[config.mk]
export PLATFORM = sky130hd
export DESIGN_NAME = mpu_seq
export DESIGN_NICKNAME = d
export VERILOG_FILES = /design/src/rtl/mpu_seq_pkg.sv /design/src/rtl/mpu_seq.sv
export SDC_FILE = /design/constraint.sdc
export NUM_CORES = 1
export LEC_CHECK = 0
export ABC_AREA = 1
export BUFFER_PORTS_ARGS = -buffer_cell sky130_fd_sc_hd__buf_2
export CORE_UTILIZATION = 35
export CTS_BUF_LIST = sky130_fd_sc_hd__clkbuf_4 sky130_fd_sc_hd__clkbuf_8
export DETAILED_ROUTE_END_ITERATION = 8
export PLACE_DENSITY = 0.62
export SYNTH_ARGS = -nofsm -noshare
export SYNTH_HDL_FRONTEND = slang
export SYNTH_SLANG_ARGS = --single-unit
[constraint.sdc]
create_clock -name sys_clk -period 2.47 [get_ports sys_clk]
set_input_delay 0.3705 -clock sys_clk [delete_from_list [all_inputs] [get_ports sys_clk]]
set_output_delay 0.3705 -clock sys_clk [all_outputs]
set_load 0.02 [all_outputs]
[src/rtl/mpu_seq_pkg.sv]
// mpu_seq_pkg: shared widths, state/control enums and PC helpers for the MPU instruction sequencer
package mpu_seq_pkg;
  localparam int PC_W = 13;
  localparam int SP_W = 8;
  typedef enum logic [2:0] {S_IDLE, S_FETCH, S_WAIT, S_DECODE, S_UPDATE, S_HALT} seq_state_t;
  typedef enum logic [2:0] {SEQ, BR, CALL, RET, HALT} ctl_sel_t;
  function automatic logic [PC_W-1:0] pc_inc(input logic [PC_W-1:0] pc);
    return pc + PC_W'(1);
  endfunction
  function automatic logic [PC_W-1:0] next_pc(input ctl_sel_t sel, input logic [PC_W-1:0] pc, input logic [PC_W-1:0] tgt);
    return (sel == BR || sel == CALL) ? tgt : pc_inc(pc);
  endfunction
endpackage

[src/rtl/mpu_seq.sv]
// mpu_seq: fetch/wait/decode/update sequencer driving ROM address, ID instruction and PC/SP/stack updates
module mpu_seq
  import mpu_seq_pkg::*;
#(
  parameter logic [PC_W-1:0] RESET_PC = '0,
  parameter logic [SP_W-1:0] SP_INIT  = '1
) (
  input  logic            sys_clk,
  input  logic            sys_res_n,
  input  logic            run,
  input  logic            stall,
  input  logic [31:0]     code,
  output logic [PC_W-1:0] rom_addr,
  output logic [31:0]     instr,
  output logic            instr_valid,
  input  logic            br_req,
  input  logic            call_req,
  input  logic            ret_req,
  input  logic            halt_req,
  input  logic [PC_W-1:0] br_tgt,
  input  logic [PC_W-1:0] PC_r,
  input  logic [SP_W-1:0] SP_r,
  output logic [PC_W-1:0] PC_w,
  output logic            PC_wen,
  output logic [SP_W-1:0] SP_w,
  output logic            SP_wen,
  output logic            stk_push,
  output logic            stk_pop,
  output logic [PC_W-1:0] stk_wdata,
  input  logic [PC_W-1:0] stk_rdata,
  output logic            halted,
  output logic            seq_err
);
  seq_state_t state;
  ctl_sel_t sel;
  logic fault, stop_q;
  logic [PC_W-1:0] pc_nx, pc_q, addr_q;
  logic [SP_W-1:0] sp_nx;
  always_comb begin
    sel = halt_req ? HALT : ret_req ? RET : call_req ? CALL : br_req ? BR : SEQ;
    fault = (sel == CALL && SP_r == '0) || (sel == RET && SP_r == SP_INIT);
    pc_nx = next_pc(sel, PC_r, br_tgt);
    sp_nx = sel == CALL ? SP_r - SP_W'(1) : SP_r + SP_W'(1);
  end
  assign rom_addr = state == S_FETCH ? (PC_wen ? pc_q : PC_r) : addr_q;
  assign PC_w = stk_pop ? stk_rdata : pc_q;
  always_ff @(posedge sys_clk or negedge sys_res_n) begin
    if (!sys_res_n) begin
      state       <= S_IDLE;
      addr_q      <= '0;
      pc_q        <= '0;
      instr       <= '0;
      instr_valid <= 1'b0;
      PC_wen      <= 1'b0;
      SP_w        <= '0;
      SP_wen      <= 1'b0;
      stk_push    <= 1'b0;
      stk_pop     <= 1'b0;
      stk_wdata   <= '0;
      halted      <= 1'b0;
      seq_err     <= 1'b0;
      stop_q      <= 1'b0;
    end else begin
      PC_wen      <= 1'b0;
      SP_wen      <= 1'b0;
      stk_push    <= 1'b0;
      stk_pop     <= 1'b0;
      instr_valid <= 1'b0;
      case (state)
        S_IDLE: if (run) begin
          state  <= S_FETCH;
          pc_q   <= RESET_PC;
          PC_wen <= 1'b1;
          SP_w   <= SP_INIT;
          SP_wen <= 1'b1;
        end
        S_FETCH: begin
          addr_q <= rom_addr;
          state  <= S_WAIT;
        end
        S_WAIT: begin
          instr       <= code;
          instr_valid <= 1'b1;
          state       <= S_DECODE;
        end
        S_DECODE: if (stall) instr_valid <= 1'b1;
        else begin
          state   <= S_UPDATE;
          stop_q  <= sel == HALT || fault;
          seq_err <= seq_err | fault;
          if (sel != HALT && !fault) begin
            PC_wen   <= 1'b1;
            pc_q     <= pc_nx;
            SP_wen   <= sel == CALL || sel == RET;
            stk_push <= sel == CALL;
            stk_pop  <= sel == RET;
            if (sel == CALL || sel == RET) SP_w <= sp_nx;
            if (sel == CALL) stk_wdata <= pc_inc(PC_r);
          end
        end
        S_UPDATE: begin
          if (stk_pop) pc_q <= stk_rdata;
          halted <= stop_q;
          state  <= stop_q ? S_HALT : run ? S_FETCH : S_IDLE;
        end
        S_HALT: if (!run) begin
          halted <= 1'b0;
          state  <= S_IDLE;
        end
        default: state <= S_IDLE;
      endcase
    end
  end
endmodule

== Yosys cells after proc, flatten, opt, wreduce, memory -nomap -nowiden ==
Cells that the tools add are included.
Word-level totals
  register bits: 90
  input bits: 87
  output and inout bits: 86
  word-level logic and storage cells: 95
Cells by class
  add/sub/neg operators: 3
  eq/ne operators: 16
  multiplexer cells: 41
  bitwise operators: 2
  reduce and logical (&&, ||, !) cells: 19
Operator list (number)
  $mux 13: 7
  $mux 8: 5
  $pmux 13 s3: 1
  $pmux 3 s6: 1
  $pmux 8 s2: 1
  $mux 1: 15
  $mux 3: 5
  $add 13x1->13 const B: 1
  $eq 3x2->1 const B: 4
  $ne 2x2->1 const B: 5
  $eq 3x3->1 const B: 3
  $add 8x1->8 const B: 1
  $eq 8x8->1 const B: 1
  $logic_not 8->1: 1
  $pmux 1 s2: 4
  $reduce_and 4->1: 2
  $sub 8x1->8 const B: 1
  $eq 3x1->1 const B: 2
  $reduce_and 5->1: 1
  $logic_or 1x1->1: 4
  $mux 2: 2
  $reduce_and 2->1: 2
  $reduce_bool 2->1: 2
  $logic_and 1x1->1: 3
  7 further kinds: 7

== Logic depth before layout (Yosys ltp) ==
Gate-level depths: netlist of the first run.
  word-level depth: 12
  depth in mapped cells: 12
  depth with buffers taken out: 12

== Worst setup path before layout of the first run ==
OpenSTA, ideal clock, no wires.
  path type: flip-flop to output port
  from: reg PC_wen
  to: out rom_addr[0]
  arrival: 1.579 ns
  required time: 2.099 ns
  path slack: 0.521 ns
  cell stages (with the launch flop): 5
  path buffers: 2
  cell sequence: dfrtp_1 -> clkbuf_1 -> clkbuf_1 -> o21ai_0 -> o21ai_0
On the way
  word-level cells in the longest chain between the ends: 2
RTL lines
  start, declared: line mpu_seq.sv:24  | output logic PC_wen,
  start signal, assigned: line mpu_seq.sv:54  | PC_wen <= 1'b0;
  start signal, assigned: line mpu_seq.sv:64  | PC_wen <= 1'b0;
  start signal, assigned: line mpu_seq.sv:73  | PC_wen <= 1'b1;
  $mux 13 (2 in a row): line mpu_seq.sv:45  | assign rom_addr = state == S_FETCH ? (PC_wen ? pc_q : PC_r) : addr_q;
  end, declared: line mpu_seq.sv:13  | output logic [PC_W-1:0] rom_addr,
Every way passes these cells.

== Worst setup path after layout of the first run ==
  from: reg state[0]
  to: out rom_addr[7]
On the way
  word-level cells in the longest chain between the ends: 2
RTL lines
  start, declared: line mpu_seq.sv:34  | seq_state_t state;
  start signal, assigned: line mpu_seq.sv:104  | state <= stop_q ? S_HALT : run ? S_FETCH : S_IDLE;
  $eq 3x1->1: line mpu_seq.sv:45
  $mux 13: line mpu_seq.sv:45
Every way passes these cells.

==> results.sh, run 1 <==
export IMPL_criticalPathCategory="flop to output port"
export IMPL_slew_headroom_pct=55.4
export IMPL_syn_instance_count=595
export IMPL_final_max_slew_viol_count=0
export IMPL_drt_wl_total_mm=13.3
export IMPL_yosysWarningCount=0
export IMPL_kind_of_launch_point_of_the_worst_setup_path="flop"
export IMPL_worst_path_largest_cell_delay_ps=370
export IMPL_global_route_usage_total_pct=19.5
export IMPL_timing_critical_path_cells="inv_1, nor3_1, inv_2, buf_4, nand2_1, o21ai_0, buf_2"
export IMPL_netlist_area_before_placement_um2=4810
export IMPL_synth_area_per_cell_um2=8.09
export IMPL_place_ws_ps=353
export IMPL_core_area_um2=13300
export IMPL_outcome="finished clean"
export IMPL_ys_ff_latch=90
export IMPL_register_clock_pin_slew_on_the_reported_worst_setup_and_hold_paths_ps=90
export IMPL_setup_violations_final=0
export IMPL_layout_setup_ws_ps=259
export IMPL_io_pins=173
export IMPL_placed_cells_incl_taps=936
export IMPL_min_clock_period_post_route_ps=2210
export IMPL_initial_core_util_pct=36.1
export IMPL_area_grow_syn2layout_pct=27.8
export IMPL_dpl_cell_area_um2=5910
export IMPL_crit_path_top_delay_cell="dfrtp_1"
export IMPL_final_nets=867
export IMPL_pin_count_of_the_biggest_net_entering_global_routing=43
export IMPL_initial_antenna_violation_count=2
export IMPL_grt_pass1_vias=4208
export IMPL_drv_max_cap_violation_count=0
export IMPL_finalNonFillerCells=955
export IMPL_num_vias=4526
export IMPL_finalPower_mw=7.48
export IMPL_remaining_drc_errors=0
export IMPL_worstSkewPairLatency_ps=370
export IMPL_wire_per_inst_um=13.9
export IMPL_critPathCaptureType="output port"
export IMPL_leakagePower_nw=3.35
export IMPL_worst_slew_pin_transition_ps=668
export IMPL_max_clock_freq_mhz=452
export IMPL_hpwlAfterDp_mm=10.3
export IMPL_final_area_um2=6150
export IMPL_fin_tns_setup_ps=0
export IMPL_io_buffer_count=172
export IMPL_data_arrival_at_the_endpoint_of_the_critical_path_ps=1840
export IMPL_gp_congestion=0.880
export IMPL_cts_root_buffer_cell="clkbuf_8"
export IMPL_critical_path_peak_fanout=20
export IMPL_fp_row_count=42
export IMPL_cell_pwr_density_nw_per_um2=1220
export IMPL_initialDrtViolationCount=243
export IMPL_max_clock_path_buffers=2
export IMPL_seq_area_frac_synth_pct=46.8
export IMPL_chipHeight_um=119
export IMPL_timing_hold_worst_class="primary input to flop"
export IMPL_die_width_um=119
export IMPL_cts_sinks=90
export IMPL_htreeDepth=3
export IMPL_critical_path_required_ps=2100
export IMPL_yosys_cell_types_count=31
export IMPL_cts_tree="yes"
export IMPL_grt_remaining_overflow=0
export IMPL_via_density_per_instance=4.74
export IMPL_vdd_drop_max_mv=0.635
export IMPL_synth_nets=690
export IMPL_post_route_antenna_net_violation_count=0
export IMPL_die_footprint_um2=14200
export IMPL_drt_pass1_iterations=5
export IMPL_hold_violations=0
export IMPL_grt_pass1_wl_mm=21.4
export IMPL_clock_skew_final_ps=16.8
export IMPL_cts_buffers_inserted=9
export IMPL_min_period_over_period_pct=89.5
export IMPL_post_route_cells_drive_above_1_share_pct=33.1
export IMPL_grt_setup_unrepaired="false"
export IMPL_setup_fix_bufs_post_cts=0
cell type report:
type,count,area (um^2)
fillers,1378,7200
flip-flops and latches,90,2250
multi-input cells,425,2240
repair buffers,187,991
inverters,59,221
well taps,176,220
clock buffers,13,179
clock inverters,3,43.8
diodes,2,5.00
final timing paths:
path,end,cells after the start,startpoint,slack (ps)
worst max-delay path,rom_addr[7],7,state[0]$_DFFE_PN0P_,260
worst min-delay path,instr[26]$_DFFE_PN0P_,2,code[26],220
worst max register to register,stk_wdata[5]$_DFFE_PN0P_,10,state[2]$_DFFE_PN0P_,530
worst min register to register,seq_err$_DFFE_PN0P_,1,seq_err$_DFFE_PN0P_,470
max in group asynchronous,seq_err$_DFFE_PN0P_,3,sys_res_n,1380
min in group asynchronous,addr_q[5]$_DFFE_PN0N_,2,sys_res_n,490
synthesized netlist by cell type:
master	n	share of area [%]
fa_1	1	0.42
nor2_4	2	0.47
buf_2	5	0.52
mux2_2	32	7.5
a22oi_1	1	0.16
nor2_1	32	2.5
buf_6	2	0.47
or2_2	3	0.39
nand3b_1	1	0.16
a21o_1	4	0.62
a31o_2	2	0.36
or2_4	1	0.18
xnor2_1	4	0.73
inv_1	58	4.5
inv_2	1	0.078
nand2_1	198	15
a21oi_1	11	1.1
nand4_1	7	0.91
nor3_1	2	0.21
ha_1	7	1.8
o211ai_1	1	0.16
and2_1	3	0.39
o21ai_0	76	7.9
clkbuf_1	14	1.1
dfrtp_1	90	47
o21ai_2	11	2.0
o21bai_1	1	0.16
nand3_1	21	2.2
xor2_1	2	0.36
nand2_2	1	0.13
nand2_4	1	0.23
cell families (layout without fill, tap and decap cells):
kind of cell | count (synthesis) | count (layout) | share of synthesized area, %
AO/OA/AOI/OAI | 107 | 107 | 12.5
flip-flops | 90 | 90 | 46.8
adder cells (fa/ha/maj) | 8 | 8 | 2.24
multiplexers | 32 | 32 | 7.49
other | 0 | 2 | 0
buffers and inverters | 80 | 262 | 6.68
XOR/XNOR | 6 | 6 | 1.09
AND/OR/NAND/NOR | 272 | 272 | 23.2
placed cells by master, fill, tap and decap left out, drive strengths merged:
cell type,netlist,final
a31o,2,2
nand2,200,200
nor3,2,2
a21oi,11,11
xor2,2,2
nand3,21,21
a22oi,1,1
xnor2,4,4
inv,59,60
or2,4,4
buf,7,186
nand3b,1,1
clkbuf,14,13
bufinv,0,1
o21bai,1,1
dfrtp,90,90
fa,1,1
o21ai,87,87
a21o,4,4
dlygate4sd3,0,1
mux2,32,32
o211ai,1,1
nand4,7,7
nor2,34,34
ha,7,7
and2,3,3
clkinv,0,1
diode,0,2
per-stage QoR:
| step | hold WS [ps] | util [%] |
|---|---|---|
| 2_1_floorplan | 74.9 | - |
| 3_3_place_gp | 359 | 44.3 |
| 3_5_place_dp | 357 | 44.3 |
| 4_1_cts | 199 | 46.0 |
| 5_1_grt | 206 | 46.0 |
| 6_report | 225 | 46.1 |
sequential cells by signal, summed over array words and instances (netlist names):
| signal | flops |
|---|---|
| PC_wen | 1 |
| SP_w | 8 |
| SP_wen | 1 |
| addr_q | 13 |
| halted | 1 |
| instr | 32 |
| instr_valid | 1 |
| pc_q | 13 |
| seq_err | 1 |
| state | 3 |
| stk_pop | 1 |
| stk_push | 1 |
| stk_wdata | 13 |
| stop_q | 1 |
where the power goes:
group          switching (mW)  total [mW]  internal (mW)
clock                   0.544        1.13          0.581
sequential              0.320        2.46           2.14
combinational            2.50        3.89           1.39
worst max-delay path, delay by kind of cell, from the launching register on:
family          cells  cell delay (ps)
compound gates      1               90
flops               1              370
buf+inv             4              850
simple gates        2              150
metal layers:
layer | vias up | wire length [um] | part of all wire (%) | track usage (%)
met2 | 138 | 6000 | 45 | 31.1
li1 | 2273 | - | - | -
met4 | 0 | 217 | 1.6 | 7.04
met3 | 17 | 906 | 6.8 | 4.50
met5 | - | 0 | 0 | 0
met1 | 2098 | 6190 | 46 | 25.6
timing repair:
| action | 4_1_cts | 5_1_grt |
|---|---|---|
| gates resized for setup | 0 | 1 |
| hold endpoints to repair | 31 | 0 |
| endpoints found under the setup margin | 0 | 8 |
| hold buffers | 1 | 0 |
Note: power is estimated with default switching activity, not from simulation.
==> run 2, diff against run 1 <==
CORE_MARGIN = 2   (was not set)
CTS_CLUSTER_SIZE = 8   (was not set)
PLACE_DENSITY = 0.64   (was 0.62)
clock period = 1.85 ns   (was 2.47 ns; I/O delays follow)
==> run 2 against run 1 <==
Global-route usage is 0.83 points higher; largest cell class is now multi-input combinational cells; clock skew is 7.4 ps lower; highest routed layer unchanged; utilization is 6.1 points higher; die area is 3.4% higher; worst hold slack worse by 110 ps; the flow now finishes with violations (negative setup slack); design area is 13% higher; sequential power is 35% higher; critical path type unchanged; clock power is 35% higher; total power is 60% higher.
==> results.sh, run 2 (synthesized netlist as in run 1, its figures left out) <==
export IMPL_outcome="finished with violations"
export IMPL_violations="negative setup slack"
export IMPL_core_area_um2=13300
export IMPL_hold_path_startpoint="code[22]"
export IMPL_grt_pass1_wl_mm=23.3
export IMPL_max_flop_register="instr"
export IMPL_min_period_over_period_pct=105
export IMPL_global_route_usage_total_pct=20.3
export IMPL_pin_count_of_the_biggest_net_entering_global_routing=35
export IMPL_min_clock_period_post_route_ps=1950
export IMPL_placed_cells_incl_taps=951
export IMPL_drt_wl_total_mm=14.9
export IMPL_worst_r2r_setup_slack_ps=0
export IMPL_post_route_cells_drive_above_1_share_pct=43.3
export IMPL_worstSkewPairLatency_ps=380
export IMPL_grt_pass1_vias=4858
export IMPL_final_nets=910
export IMPL_max_clock_freq_mhz=513
export IMPL_chipHeight_um=121
export IMPL_slew_headroom_pct=42.7
export IMPL_kind_of_launch_point_of_the_worst_setup_path="flop"
export IMPL_post_route_antenna_net_violation_count=0
export IMPL_final_max_slew_viol_count=0
export IMPL_final_common_cell="nand2_1"
export IMPL_initial_core_util_pct=36.1
export IMPL_wire_per_inst_um=15.0
export IMPL_timing_hold_worst_class="primary input to flop"
export IMPL_dpl_cell_area_um2=6070
export IMPL_htreeDepth=3
export IMPL_hold_violations=0
export IMPL_data_arrival_at_the_endpoint_of_the_critical_path_ps=1670
export IMPL_cts_root_buffer_cell="clkbuf_8"
export IMPL_most_common_layout_cells="167 x nand2_1, 156 x buf_2, 89 x dfrtp_1"
export IMPL_die_width_um=121
export IMPL_fp_row_count=42
export IMPL_clock_skew_final_ps=9.35
export IMPL_reg2reg_to="pc_q[0]$_DFFE_PN0P_"
export IMPL_whs_endpoint="instr[22]$_DFFE_PN0P_"
export IMPL_hpwlAfterDp_mm=10.8
export IMPL_cell_pwr_density_nw_per_um2=1710
export IMPL_layout_setup_ws_ps=-101
export IMPL_largest_reg_flops=32
export IMPL_reg2regPathDepth=13
export IMPL_cts_buffers_inserted=9
export IMPL_io_pins=173
export IMPL_initialDrtViolationCount=295
export IMPL_multiInputGateArea_um2=2500
export IMPL_critPathCaptureType="output port"
export IMPL_critical_path_required_ps=1570
export IMPL_filler_cell_count=1287
export IMPL_max_clock_path_buffers=2
export IMPL_vdd_drop_max_mv=0.854
export IMPL_finalNonFillerCells=997
export IMPL_initial_antenna_violation_count=1
export IMPL_cts_tree="yes"
export IMPL_criticalPathCategory="flop to output port"
export IMPL_grt_setup_unrepaired="true"
export IMPL_drv_max_cap_violation_count=0
export IMPL_fin_tns_setup_ps=-1100
export IMPL_area_grow_syn2layout_pct=44.6
export IMPL_via_density_per_instance=4.83
export IMPL_critical_path_peak_fanout=7
export IMPL_cts_sinks=90
export IMPL_gp_congestion=0.905
export IMPL_die_footprint_um2=14700
export IMPL_leakagePower_nw=3.68
export IMPL_sequential_cell_area_um2=2250
export IMPL_worst_slew_pin_transition_ps=856
export IMPL_remaining_drc_errors=0
export IMPL_drt_pass1_iterations=5
export IMPL_worstHoldPathCells=2
export IMPL_io_buffer_count=172
export IMPL_crit_reg2reg_launch="state[2]$_DFFE_PN0P_"
export IMPL_grt_remaining_overflow=0
export IMPL_setup_violations_final=13
export IMPL_register_clock_pin_slew_on_the_reported_worst_setup_and_hold_paths_ps=100
export IMPL_final_area_um2=6960
export IMPL_num_vias=4812
-- run 2: power by group --
part           switching, mW  leakage, nW  internal [mW]
Sequential             0.444         1.11           2.87
Combinational           4.07         2.45           3.03
Clock                  0.737        0.110          0.781
Total                   5.25         3.68           6.68
-- run 2: what timing repair did --
item                                   4_1_cts  5_1_grt
cloned                                       2        2
gates resized for setup                     77       63
pin swaps                                    1       18
buffers inserted                             7       17
hold buffers                                 1        0
setup endpoints to repair                   24       58
endpoints found under the hold margin       25        0
-- run 2: area by class of cell --
cell class,instances,share of cell area [%]
Clock inverter,6,1.29
Timing Repair Buffer,228,21.9
Multi-Input combinational cell,426,35.9
Antenna cell,1,0.0360
Inverter,59,3.27
Timing Repair inverter,1,0.108
Clock buffer,10,1.89
Tap cell,176,3.16
Sequential cell,90,32.4
-- run 2: worst max-delay path by stage --
stage / startpoint / end / slack, ps / cells after the start
6_report: state[1]$_DFFE_PN0P_ / rom_addr[7] / -100 / 7
5_1_grt: state[1]$_DFFE_PN0P_ / rom_addr[7] / -190 / 7
4_1_cts: state[1]$_DFFE_PN0P_ / rom_addr[2] / -110 / 5
3_5_place_dp: ret_req / SP_w[4]$_DFFE_PN0P_ / -20 / 11
3_3_place_gp: halt_req / SP_w[3]$_DFFE_PN0P_ / 60 / 10
2_1_floorplan: PC_wen$_DFF_PN0_ / rom_addr[10] / 40 / 4
-- run 2: critical path, cell delays in order (launching register included) --
cell and delay [ps]:
dfrtp_1 410, nor3_2 200, inv_2 100, buf_12 150, buf_12 140, nand2_4 70, o21ai_4 60, buf_6 150
-- run 2: metal layers --
layer  GRT usage, %  wire [um]
met5              0          0
met4           8.76        299
met3           4.28        979
met2           33.5       7070
met1           25.7       6570
-- run 2: per-stage QoR --
step / total power, mW / setup WS (ps) / utilization [%] / hold slack [ps]
floorplan: 6.75 / 40.9 / - / -18.1
global placement: 8.73 / 57.5 / 45.5 / 238
detailed placement: 8.83 / -16.4 / 45.5 / 237
CTS: 11.4 / -113 / 49.7 / 97.9
global route: 12.8 / -190 / 52.1 / 105
finish: 11.9 / -101 / 52.1 / 117
